==> src/rtl/fifo_arb_pkg.sv <==
// fifo_arb_pkg: shared types and helpers for the FIFO write arbiter and
// the round-robin picker (also intended for the read-side scheduler).
//   arb_state_t : arbiter FSM states (IDLE, GRANT)
//   idx_w(n)    : width of an index into n requesters, never less than 1
package fifo_arb_pkg;

    typedef enum logic {
        IDLE  = 1'b0,
        GRANT = 1'b1
    } arb_state_t;

    function automatic int idx_w(input int n);
        return (n > 2) ? $clog2(n) : 1;
    endfunction

endpackage

==> src/rtl/fifo_write_arbiter_if.sv <==
// fifo_write_arbiter_if: bundle of the requester handshakes, the FIFO
// write port and the grant status of the FIFO write arbiter.
//   req_valid/req_data/req_last : requester beats (driven by requesters)
//   req_ready                   : per-requester ready (driven by arbiter)
//   fifo_full                   : FIFO full flag (driven by the FIFO)
//   fifo_write_data/increment   : FIFO push port (driven by arbiter)
//   grant_active/grant_id       : current grant status (driven by arbiter)
// Modports: master = requesters + FIFO side, slave = arbiter side.
interface fifo_write_arbiter_if #(
    parameter int NUM_REQ    = 4,
    parameter int DATA_WIDTH = 4
);
    import fifo_arb_pkg::*;

    localparam int IW = idx_w(NUM_REQ);

    logic [NUM_REQ-1:0]            req_valid;
    logic [NUM_REQ*DATA_WIDTH-1:0] req_data;
    logic [NUM_REQ-1:0]            req_last;
    logic [NUM_REQ-1:0]            req_ready;
    logic                          fifo_full;
    logic [DATA_WIDTH-1:0]         fifo_write_data;
    logic                          fifo_write_increment;
    logic                          grant_active;
    logic [IW-1:0]                 grant_id;

    modport master (
        output req_valid, req_data, req_last, fifo_full,
        input  req_ready, fifo_write_data, fifo_write_increment,
               grant_active, grant_id
    );

    modport slave (
        input  req_valid, req_data, req_last, fifo_full,
        output req_ready, fifo_write_data, fifo_write_increment,
               grant_active, grant_id
    );

endinterface

==> src/rtl/rr_priority_picker.sv <==
// rr_priority_picker: purely combinational round-robin selector.
// Scans req upward starting at index ptr, wrapping modulo NUM_REQ, and
// returns the first set bit.
//   req   : request vector
//   ptr   : scan start index (must be < NUM_REQ)
//   found : at least one request is set
//   sel   : index of the selected request (0 when none)
module rr_priority_picker
    import fifo_arb_pkg::*;
#(
    parameter int NUM_REQ = 4,
    localparam int IW     = idx_w(NUM_REQ)
) (
    input  logic [NUM_REQ-1:0] req,
    input  logic [IW-1:0]      ptr,
    output logic               found,
    output logic [IW-1:0]      sel
);

    // Walk offsets from farthest to nearest so the nearest hit to ptr is
    // the one that survives.
    always_comb begin
        found = 1'b0;
        sel   = '0;
        for (int k = NUM_REQ - 1; k >= 0; k--) begin
            if (req[(int'(ptr) + k) % NUM_REQ]) begin
                found = 1'b1;
                sel   = IW'((int'(ptr) + k) % NUM_REQ);
            end
        end
    end

endmodule

==> src/rtl/fifo_write_arbiter.sv <==
// fifo_write_arbiter: round-robin arbiter sharing the single cdc_fifo
// write port among NUM_REQ requesters. A grant lasts one packet (ending on
// req_last), at most BURST_LEN beats, or until the owner drops valid.
//   clk   : FIFO write clock
//   rst_n : synchronous active-low reset
//   bus   : requester handshakes, FIFO write port and grant status
module fifo_write_arbiter
    import fifo_arb_pkg::*;
#(
    parameter int NUM_REQ    = 4,
    parameter int DATA_WIDTH = 4,
    parameter int BURST_LEN  = 4
) (
    input logic                 clk,
    input logic                 rst_n,
    fifo_write_arbiter_if.slave bus
);

    localparam int IW = idx_w(NUM_REQ);
    localparam int CW = $clog2(BURST_LEN + 1);
    localparam logic [CW-1:0] MAX_BEATS = CW'(BURST_LEN);
    localparam logic [IW-1:0] TOP_IDX   = IW'(NUM_REQ - 1);

    arb_state_t    state, state_nxt;
    logic [IW-1:0] rr_ptr, rr_ptr_nxt;
    logic [IW-1:0] owner, owner_nxt;
    logic [CW-1:0] beat_cnt, beat_cnt_nxt;
    logic [IW-1:0] pick_idx;
    logic          pick_found;
    logic          owner_valid;
    logic          owner_open;
    logic          xfer;

    rr_priority_picker #(.NUM_REQ(NUM_REQ)) u_picker (
        .req   (bus.req_valid),
        .ptr   (rr_ptr),
        .found (pick_found),
        .sel   (pick_idx)
    );

    assign owner_valid = bus.req_valid[owner];
    // Gated by rst_n so a beat in flight on the reset edge is neither
    // pushed nor acknowledged to its requester.
    assign owner_open  = rst_n && (state == GRANT) && !bus.fifo_full;
    assign xfer        = owner_open && owner_valid;

    always_ff @(posedge clk) begin
        if (!rst_n) begin
            state    <= IDLE;
            rr_ptr   <= '0;
            owner    <= '0;
            beat_cnt <= '0;
        end else begin
            state    <= state_nxt;
            rr_ptr   <= rr_ptr_nxt;
            owner    <= owner_nxt;
            beat_cnt <= beat_cnt_nxt;
        end
    end

    always_comb begin
        state_nxt    = state;
        rr_ptr_nxt   = rr_ptr;
        owner_nxt    = owner;
        beat_cnt_nxt = beat_cnt;
        case (state)
            IDLE: begin
                if (pick_found) begin
                    owner_nxt    = pick_idx;
                    beat_cnt_nxt = '0;
                    state_nxt    = GRANT;
                end
            end
            GRANT: begin
                if (xfer) begin
                    beat_cnt_nxt = beat_cnt + 1'b1;
                end
                // fifo_full alone never releases; a dropped valid always does.
                if ((xfer && (bus.req_last[owner] || beat_cnt_nxt == MAX_BEATS))
                    || !owner_valid) begin
                    state_nxt  = IDLE;
                    rr_ptr_nxt = (owner == TOP_IDX) ? '0 : owner + 1'b1;
                end
            end
            default: state_nxt = IDLE;
        endcase
    end

    always_comb begin
        bus.grant_active = (state == GRANT);
        bus.grant_id     = (state == GRANT) ? owner : '0;
        bus.req_ready    = '0;
        if (owner_open) begin
            bus.req_ready[owner] = 1'b1;
        end
        bus.fifo_write_increment = xfer;
        bus.fifo_write_data      = xfer ? bus.req_data[int'(owner)*DATA_WIDTH +: DATA_WIDTH]
                                        : '0;
    end

endmodule
==> src/flat_wrapper.sv <==
// flat-port wrapper written by rule: the top's interface ports become plain ports
module fifo_write_arbiter_flat import fifo_arb_pkg::*;
#(
    parameter int NUM_REQ    = 4,
    parameter int DATA_WIDTH = 4,
    parameter int BURST_LEN  = 4
)
  (clk, rst_n, bus_req_valid, bus_req_data, bus_req_last, bus_fifo_full, bus_req_ready, bus_fifo_write_data, bus_fifo_write_increment, bus_grant_active, bus_grant_id);
  fifo_write_arbiter_if #(.NUM_REQ(NUM_REQ), .DATA_WIDTH(DATA_WIDTH)) bus_i ();
  input logic clk;
  input logic rst_n;
  input wire logic [$bits(bus_i.req_valid)-1:0] bus_req_valid;
  input wire logic [$bits(bus_i.req_data)-1:0] bus_req_data;
  input wire logic [$bits(bus_i.req_last)-1:0] bus_req_last;
  input wire logic [$bits(bus_i.fifo_full)-1:0] bus_fifo_full;
  output wire logic [$bits(bus_i.req_ready)-1:0] bus_req_ready;
  output wire logic [$bits(bus_i.fifo_write_data)-1:0] bus_fifo_write_data;
  output wire logic [$bits(bus_i.fifo_write_increment)-1:0] bus_fifo_write_increment;
  output wire logic [$bits(bus_i.grant_active)-1:0] bus_grant_active;
  output wire logic [$bits(bus_i.grant_id)-1:0] bus_grant_id;
  assign bus_i.req_valid = bus_req_valid;
  assign bus_i.req_data = bus_req_data;
  assign bus_i.req_last = bus_req_last;
  assign bus_i.fifo_full = bus_fifo_full;
  assign bus_req_ready = bus_i.req_ready;
  assign bus_fifo_write_data = bus_i.fifo_write_data;
  assign bus_fifo_write_increment = bus_i.fifo_write_increment;
  assign bus_grant_active = bus_i.grant_active;
  assign bus_grant_id = bus_i.grant_id;
  fifo_write_arbiter #(.NUM_REQ(NUM_REQ), .DATA_WIDTH(DATA_WIDTH), .BURST_LEN(BURST_LEN)) u_core (.clk(clk), .rst_n(rst_n), .bus(bus_i));
endmodule
==> config.mk <==
export PLATFORM = sky130hd
export DESIGN_NAME = fifo_write_arbiter_flat
export DESIGN_NICKNAME = d
export VERILOG_FILES = /design/src/rtl/fifo_arb_pkg.sv /design/src/rtl/fifo_write_arbiter_if.sv /design/src/rtl/rr_priority_picker.sv /design/src/rtl/fifo_write_arbiter.sv /design/src/flat_wrapper.sv
export SDC_FILE = /design/constraint.sdc
export NUM_CORES = 1
export LEC_CHECK = 0
export CORE_MARGIN = 4
export CORE_UTILIZATION = 37
export DETAILED_ROUTE_END_ITERATION = 10
export HOLD_SLACK_MARGIN = 0.1
export PLACE_DENSITY = 0.76
export SLEW_MARGIN = 10
export SYNTH_ARGS = -nofsm -noshare
export SYNTH_HDL_FRONTEND = slang
export SYNTH_SLANG_ARGS = --single-unit
==> constraint.sdc <==
create_clock -name clk -period 1.5 [get_ports clk]
set_input_delay 0.15 -clock clk [delete_from_list [all_inputs] [get_ports clk]]
set_output_delay 0.15 -clock clk [all_outputs]
set_load 0.01 [all_outputs]
==> results.md <==
* Worst vdd ir at 0.4052 mV
* Top sig layer: met4
* Antenna Nets Post-Route at 0
* GRT overflow at 0
* Critical path type: flop to output pin
* Starting Density at 0.4087
* Startpoint Class: flop
* Synth Register Bits at 8
* Hold_buf cts at 0
* Reg2reg path depth at 6
* Status: finished, violations left
* Crit-path max FO at 4
* GPL Wtd Cong at 0.7843
* Initial antenna violation count at 0
* Measured slew at the worst slew-check pin at 0.3748 ns
* Most common cell after layout, fill and taps aside: clkdlybuf4s50_1
* Root buffer cell: clkbuf_4
* DP Cell Count at 168
* Seq. cell area at 165.2 um^2
* Clock transition at path regs at 0.06 ns
* DRC viols at 0
* Failing checks: negative setup slack
* HPWL after detailed placement at 2090 um
* # IOs at 39
* Die Width at 55.49 um
* Metal3 WL at 141 um
* Clock latency at the later pin of the worst-skew pair at 0.26 ns
* Syn Inst Count at 87
* Non-Filler Instances at 180
* Final Hold Viols at 0
* Synth cell types at 39
* Cell Chain, Critical Path: mux4_2, buf_6, and3_4, buf_6
* WHS Path Cells at 1
* Leakage at 0.6956 nW
* Total GRT Usage at 0.1923
* Internal reg-to-reg setup slack at -0.22 ns
* # rows at 16
* Syn_nets at 119
* Cell Area, Placed at 1405 um^2
* Syn_area_per_cell at 9.593 um^2
* Most frequent cells in the layout: clkdlybuf4s50_1, buf_4, buf_6
* Endpoint type of the worst setup path: output pin
* Setup ws final at -0.2808 ns
* Cell family with the largest share of critical-path delay: multiplexers
* Slew Limit Fails at 0
* CP most frequent cell: buf_6
* Worst hold start: u_core.beat_cnt[1]$_SDFFE_PN0P_
* Met2 wire len at 1652 um
* H-tree depth at 1
* Largest net degree at the start of global routing at 12
* R2R Path End: u_core.rr_ptr[1]$_SDFFE_PN0P_
* Footprint of the multi-input gates at 675.6 um^2
* N_diodes at 0
* Mapped Area at 834.6 um^2
* R2R Path Start: u_core.owner[0]$_SDFFE_PN0P_
* Core area at 2042 um^2
* Slew HR at 0.7478
* Worst hold path class: flop to flop
* Place WS at -0.5003 ns
* Via Count at 971
* I/O Buffers at 38
* RSZ-0062 raised after global routing: true
* WP data required at 1.35 ns
* Critical Path Max Stage Delay at 0.56 ns
* Final Cell Area at 1604 um^2
* Area grow syn2layout at 92.20%
* WP buf/inv at 2
* Number of flops mapped to enable cells by yosys at 0
* Routed length per instance at 16.26 um
* Synth Flop Type: dfxtp_1
* Fill cell count at 130
* Final setup fails at 14
* Crit-path slowest cell: mux4_2
* Die ar. at 3079 um^2
* Vias in the first global route at 1040
* Asr flop ratio synth at 0
* Nets@finish at 187
* Num CTS Buffers at 3
* Worst slack on hold paths at 0.5296 ns
* DR pass1 iterations at 4
* Syn. warnings at 0
* Clock sink count at 8
* Number of vias per cell at 5.394
* Hold Crit Endpoint: u_core.beat_cnt[1]$_SDFFE_PN0P_
* Seq/Total Area, Yosys at 0.1919
* Share of cells above drive strength 1 at 0.4902
* Global-route wire length before repair at 4830 um
* Max Freq at 0.5615 GHz
* Power Dens Cells at 539.4 nW/um^2
* 1st-iter DRT viols at 14
* Worst EP arrival at 1.63 ns
* Max cap viols at 0
* Crit path time final at 1.781 ns
* Final WL at 2927 um
* Clock Path Buffers at 2
* CTS tree: done
* Die height at 55.49 um
* M1 wire length at 1090 um
* Final period util at 1.187
* Worst clock skew at 0.0003829 ns
## registers in the layout, summed over array words and instances (netlist names)
register,cells
u_core.rr_ptr,2
u_core.owner,2
u_core.beat_cnt,3
u_core.bus.grant_active,1
## worst max path at each step
stage | from | end | slack [ns] | cells after the start
floorplan | u_core.owner[0]$_SDFFE_PN0P_ | u_core.rr_ptr[1]$_SDFFE_PN0P_ | -0.03 | 5
finish | u_core.owner[0]$_SDFFE_PN0P_ | bus_fifo_write_data[3] | -0.28 | 4
CTS | u_core.owner[0]$_SDFFE_PN0P_ | bus_fifo_write_data[1] | -0.27 | 4
global placement | bus_req_valid[3] | bus_fifo_write_data[2] | -0.46 | 4
global route | u_core.owner[0]$_SDFFE_PN0P_ | bus_fifo_write_data[3] | -0.31 | 4
detailed placement | bus_req_valid[3] | bus_fifo_write_data[3] | -0.50 | 4
## stage by stage
step	TNS, ns	power (mW)	utilization
after floorplan	-0.09439	0.4242	-
after global placement	-4.744	0.5801	0.6881
after detailed placement	-5.248	0.5907	0.6881
after CTS	-2.116	0.8264	0.7433
after global routing	-2.922	0.9083	0.7855
final	-2.393	0.8652	0.7855
## timing repair
| action | 4_1_cts | 5_1_grt |
|---|---|---|
| setup endpoints to repair | 18 | 15 |
| gates resized for setup | 65 | 17 |
| setup buffers | 7 | 4 |
| pin swaps | 8 | 4 |
## layout make-up
class | count | area share
timing repair buffer | 69 | 0.4150
sequential | 8 | 0.1030
tap | 27 | 0.02106
multi-input combinational | 64 | 0.4212
clock buffer | 3 | 0.01404
inverter | 9 | 0.02574
## synth_stat cells (2+ instances only)
master / n / share of area
o2111ai_1: 2 / 0.021
a211o_1: 2 / 0.021
mux4_1: 4 / 0.13
a21o_1: 2 / 0.018
mux4_2: 2 / 0.054
nor2_1: 7 / 0.031
a21oi_1: 4 / 0.024
o221ai_1: 2 / 0.021
o21ai_0: 2 / 0.012
buf_6: 2 / 0.027
and3_2: 4 / 0.036
ha_1: 5 / 0.075
a211oi_2: 2 / 0.030
a31oi_1: 2 / 0.015
dfxtp_1: 8 / 0.19
nand2_1: 2 / 0.0090
and2_1: 5 / 0.037
clkbuf_1: 2 / 0.0090
inv_1: 8 / 0.036
## logic make-up (layout without fill, tap and decap cells)
logic type,after synthesis,count (layout),share of synthesized area
XOR/XNOR,1,1,0.01050
adder cells (fa/ha/maj),5,5,0.07496
AO/OA/AOI/OAI,25,25,0.2549
AND/OR/NAND/NOR,27,27,0.1964
buffers and inverters,15,81,0.09145
multiplexers,6,6,0.1799
flip-flops,8,8,0.1919
## layer usage
layer,vias to the layer above,track usage
met1,469,0.2014
li1,464,-
met4,0,0.04514
met2,34,0.3885
met3,4,0.03030
met5,-,0
## worst register-to-register path: cells and delay by family, from the launching register on
kind / cells / cell delay, ns
AOI/OAI and AO/OA: 2 / 0.31
and+or+nand+nor: 1 / 0.18
buffers and inverters: 2 / 0.22
muxes: 1 / 0.51
DFF: 1 / 0.38
## power breakdown
group	leakage (nW)	switching, mW	internal, mW	total (mW)
combinational	0.615	0.171	0.265	0.436
clock	0.0138	0.0875	0.0926	0.180
sequential	0.0665	0.0206	0.229	0.250
No activity file was read; power rests on OpenSTA's default activity.
==> patch, RTL diff (same settings) <==
`NUM_REQ` is set to 4 in 4 places; all go to 8.
--- a/src/rtl/fifo_write_arbiter_if.sv
+++ b/src/rtl/fifo_write_arbiter_if.sv
@@ -8,5 +8,5 @@
 // Modports: master = requesters + FIFO side, slave = arbiter side.
 interface fifo_write_arbiter_if #(
-    parameter int NUM_REQ    = 4,
+    parameter int NUM_REQ    = 8,
     parameter int DATA_WIDTH = 4
 );
--- a/src/rtl/rr_priority_picker.sv
+++ b/src/rtl/rr_priority_picker.sv
@@ -9,5 +9,5 @@
     import fifo_arb_pkg::*;
 #(
-    parameter int NUM_REQ = 4,
+    parameter int NUM_REQ = 8,
     localparam int IW     = idx_w(NUM_REQ)
 ) (
--- a/src/rtl/fifo_write_arbiter.sv
+++ b/src/rtl/fifo_write_arbiter.sv
@@ -8,5 +8,5 @@
     import fifo_arb_pkg::*;
 #(
-    parameter int NUM_REQ    = 4,
+    parameter int NUM_REQ    = 8,
     parameter int DATA_WIDTH = 4,
     parameter int BURST_LEN  = 4
--- a/src/flat_wrapper.sv
+++ b/src/flat_wrapper.sv
@@ -2,5 +2,5 @@
 module fifo_write_arbiter_flat import fifo_arb_pkg::*;
 #(
-    parameter int NUM_REQ    = 4,
+    parameter int NUM_REQ    = 8,
     parameter int DATA_WIDTH = 4,
     parameter int BURST_LEN  = 4
Interface: changed (5 resized); port bits go from 39 to 68. The function was not compared with the original's and may differ.
==> patch against the original RTL <==
- the flow still finishes with violations (setup timing)
- sequential cell count up 2
- clock power increased by 72%
- design area is 130% higher
- synthesized cell count is 130% higher
- area after synthesis rose by 110%
- worst setup slack got worse by 0.59 ns
- total power increased to 5.5 times the old value
- wire length rose to 2.8 times the old value
- hold slack got worse by 0.15 ns
- non-clock buffer count grew 99
==> patch: results (changes against the original RTL) <==
placer congestion estimate=0.8645 (+10%); post-synthesis xor/xnor area fraction=2.025% (+0.98 points); worst r2r path cells=9 (+3); DR vias=2424 (+150%); R2R Path End=u_core.owner[1]$_SDFFE_PN0P_; clk root buf=clkbuf_8; top post-synthesis cells by area=mux4_2, dfxtp_1, mux2i_1; Cell variety after synth=50 (+28%); sw power=1.990 mW (+610%); hold path startpoint=rst_n; fin nets=418 (+120%); pin count of the biggest net entering global routing=11 (-1); layout cell share with drive strength beyond 1=55.96% (+6.9 points); Worst Slack Setup Final=-0.8679 ns (-0.5871 ns); clock-pin slew on the worst setup and hold paths=0.06 ns (about the same); status=finished with violations; worst hold stages=4 (+3); failing checks=setup timing; initial DRC count=244 (+230); number of fillers in the final layout=245 (+88%); post-synthesis sequential area ratio=11.57% (-7.6 points); Max-slew headroom=75.82% (+1.0 points); post-DP HPWL=5.124 mm (+150%); global-route wire length before repair=12.05 mm (+150%); biggest regs=u_core.beat_cnt x3, u_core.owner x3, u_core.rr_ptr x3; Post-synth top cells=nand2_1, mux2i_1, nor2_1; Max Clock Skew=0.004487 ns (+0.004104 ns); ant diodes=0 (unchanged); Worst Hold End=u_core.rr_ptr[1]$_SDFFE_PN0P_; Mapped Avg Cell Area=8.566 um^2 (-11%); total negative setup slack=-7.872 ns (-5.479 ns); Compound-Gate Fraction of Synth Area=19.02% (-6.5 points); post-synthesis adder-cell area fraction=3.615% (-3.9 points); Worst Path Max Fanout=5 (+1); # port buffers=67 (+76%); gr usage total=25.08% (+5.9 points); Placed Instances=381 (+130%); setup violators final=24 (+10); type of the worst min-delay path=primary input to flop; final cell count without fillers=413 (+130%); Pleak=1.541 nW (+120%); maximum VDD drop=0.0008831 V (+120%); final wirelength=8.239 mm (+180%); Worst EP arrival=2.52 ns (+0.89 ns); Crit. Startpoint=u_core.rr_ptr[0]$_SDFFE_PN0P_; mux share of post-synthesis cell area=39.99% (+22 points); vias in the first global route=2506 (+140%)
-- patch: cell types whose count changed after synthesis, moves of 5 or more --
cell,before,now
nor2_1,7,16
nand2_1,2,23
mux2_2,0,5
a21oi_1,4,14
mux4_2,2,15
nor3_1,0,7
o22ai_1,0,5
mux2i_1,0,20
a211oi_1,0,6
-- patch: final cells by class --
| type | count | area [um^2] | share of cell area, % |
|---|---|---|---|
| Sequential cell | 10 | 216.5 | 5.943 |
| Inverter | 8 | 40.04 | 1.099 |
| Multi-Input combinational cell | 171 | 1777 | 48.78 |
| Tap cell | 52 | 65.06 | 1.786 |
| Clock buffer | 3 | 41.29 | 1.134 |
| Timing Repair Buffer | 168 | 1499 | 41.15 |
| Clock inverter | 1 | 3.754 | 0.1031 |
-- patch: worst max path at each step --
stage	endpoint	cells after the start
floorplan	u_core.owner[1]$_SDFFE_PN0P_	10
detailed placement	u_core.owner[1]$_SDFFE_PN0P_	7
CTS	u_core.owner[1]$_SDFFE_PN0P_	8
finish	u_core.owner[1]$_SDFFE_PN0P_	9
global placement	u_core.owner[0]$_SDFFE_PN0P_	6
global route	u_core.owner[1]$_SDFFE_PN0P_	9
-- patch: cells by family (layout without fill, tap and decap cells) --
kind of cell / Yosys count / after routing
and+or+nand+nor: 67 / 67
muxes: 45 / 45
AOI/OAI and AO/OA: 50 / 50
buffers and inverters: 21 / 180
adders and majority gates: 5 / 5
xor gates and xnor gates: 4 / 4
DFF: 10 / 10
-- patch: layer usage --
metal | global-route usage [%] | routed length (um)
met5 | 0 | 0
met4 | 7.065 | 209
met3 | 6.147 | 694
met2 | 45.78 | 4236
met1 | 28.84 | 3099
-- patch: what timing repair did --
| action | CTS | global route |
|---|---|---|
| buffers inserted | 24 | 9 |
| gates resized for setup | 123 | 50 |
| pin swaps | 25 | 24 |
| endpoints found under the setup margin | 26 | 27 |
| endpoints found under the hold margin | 0 | 0 |
-- patch: power by group through the flow --
stage | Clock, mW | Combinational [mW] | Sequential [mW]
final | 0.310 | 3.99 | 0.448
after global routing | 0.324 | 4.22 | 0.456
after CTS | 0.306 | 3.44 | 0.425
after detailed placement | 0 | 2.94 | 0.422
after global placement | 0 | 2.88 | 0.419
after floorplan | 0 | 1.85 | 0.400
-- patch: worst max-delay path, cell delays in order (launching register included) --
cell and delay, ns:
dfxtp_4 0.36, inv_4 0.04, ha_4 0.29, buf_4 0.12
mux2_2 0.32, mux4_2 0.49, buf_4 0.16, or3b_1 0.17
o311ai_2 0.10, a41oi_1 0.22
-- patch: through the flow --
step                      power, mW  hold WS [ns]  setup slack [ns]
after floorplan               2.249        0.4587           -0.9079
after global placement        3.300        0.4955           -0.8442
after detailed placement      3.365        0.4919           -0.8800
after CTS                     4.168        0.5052           -0.7604
after global routing          5.001        0.4065           -0.9380
final                         4.751        0.3816           -0.8679
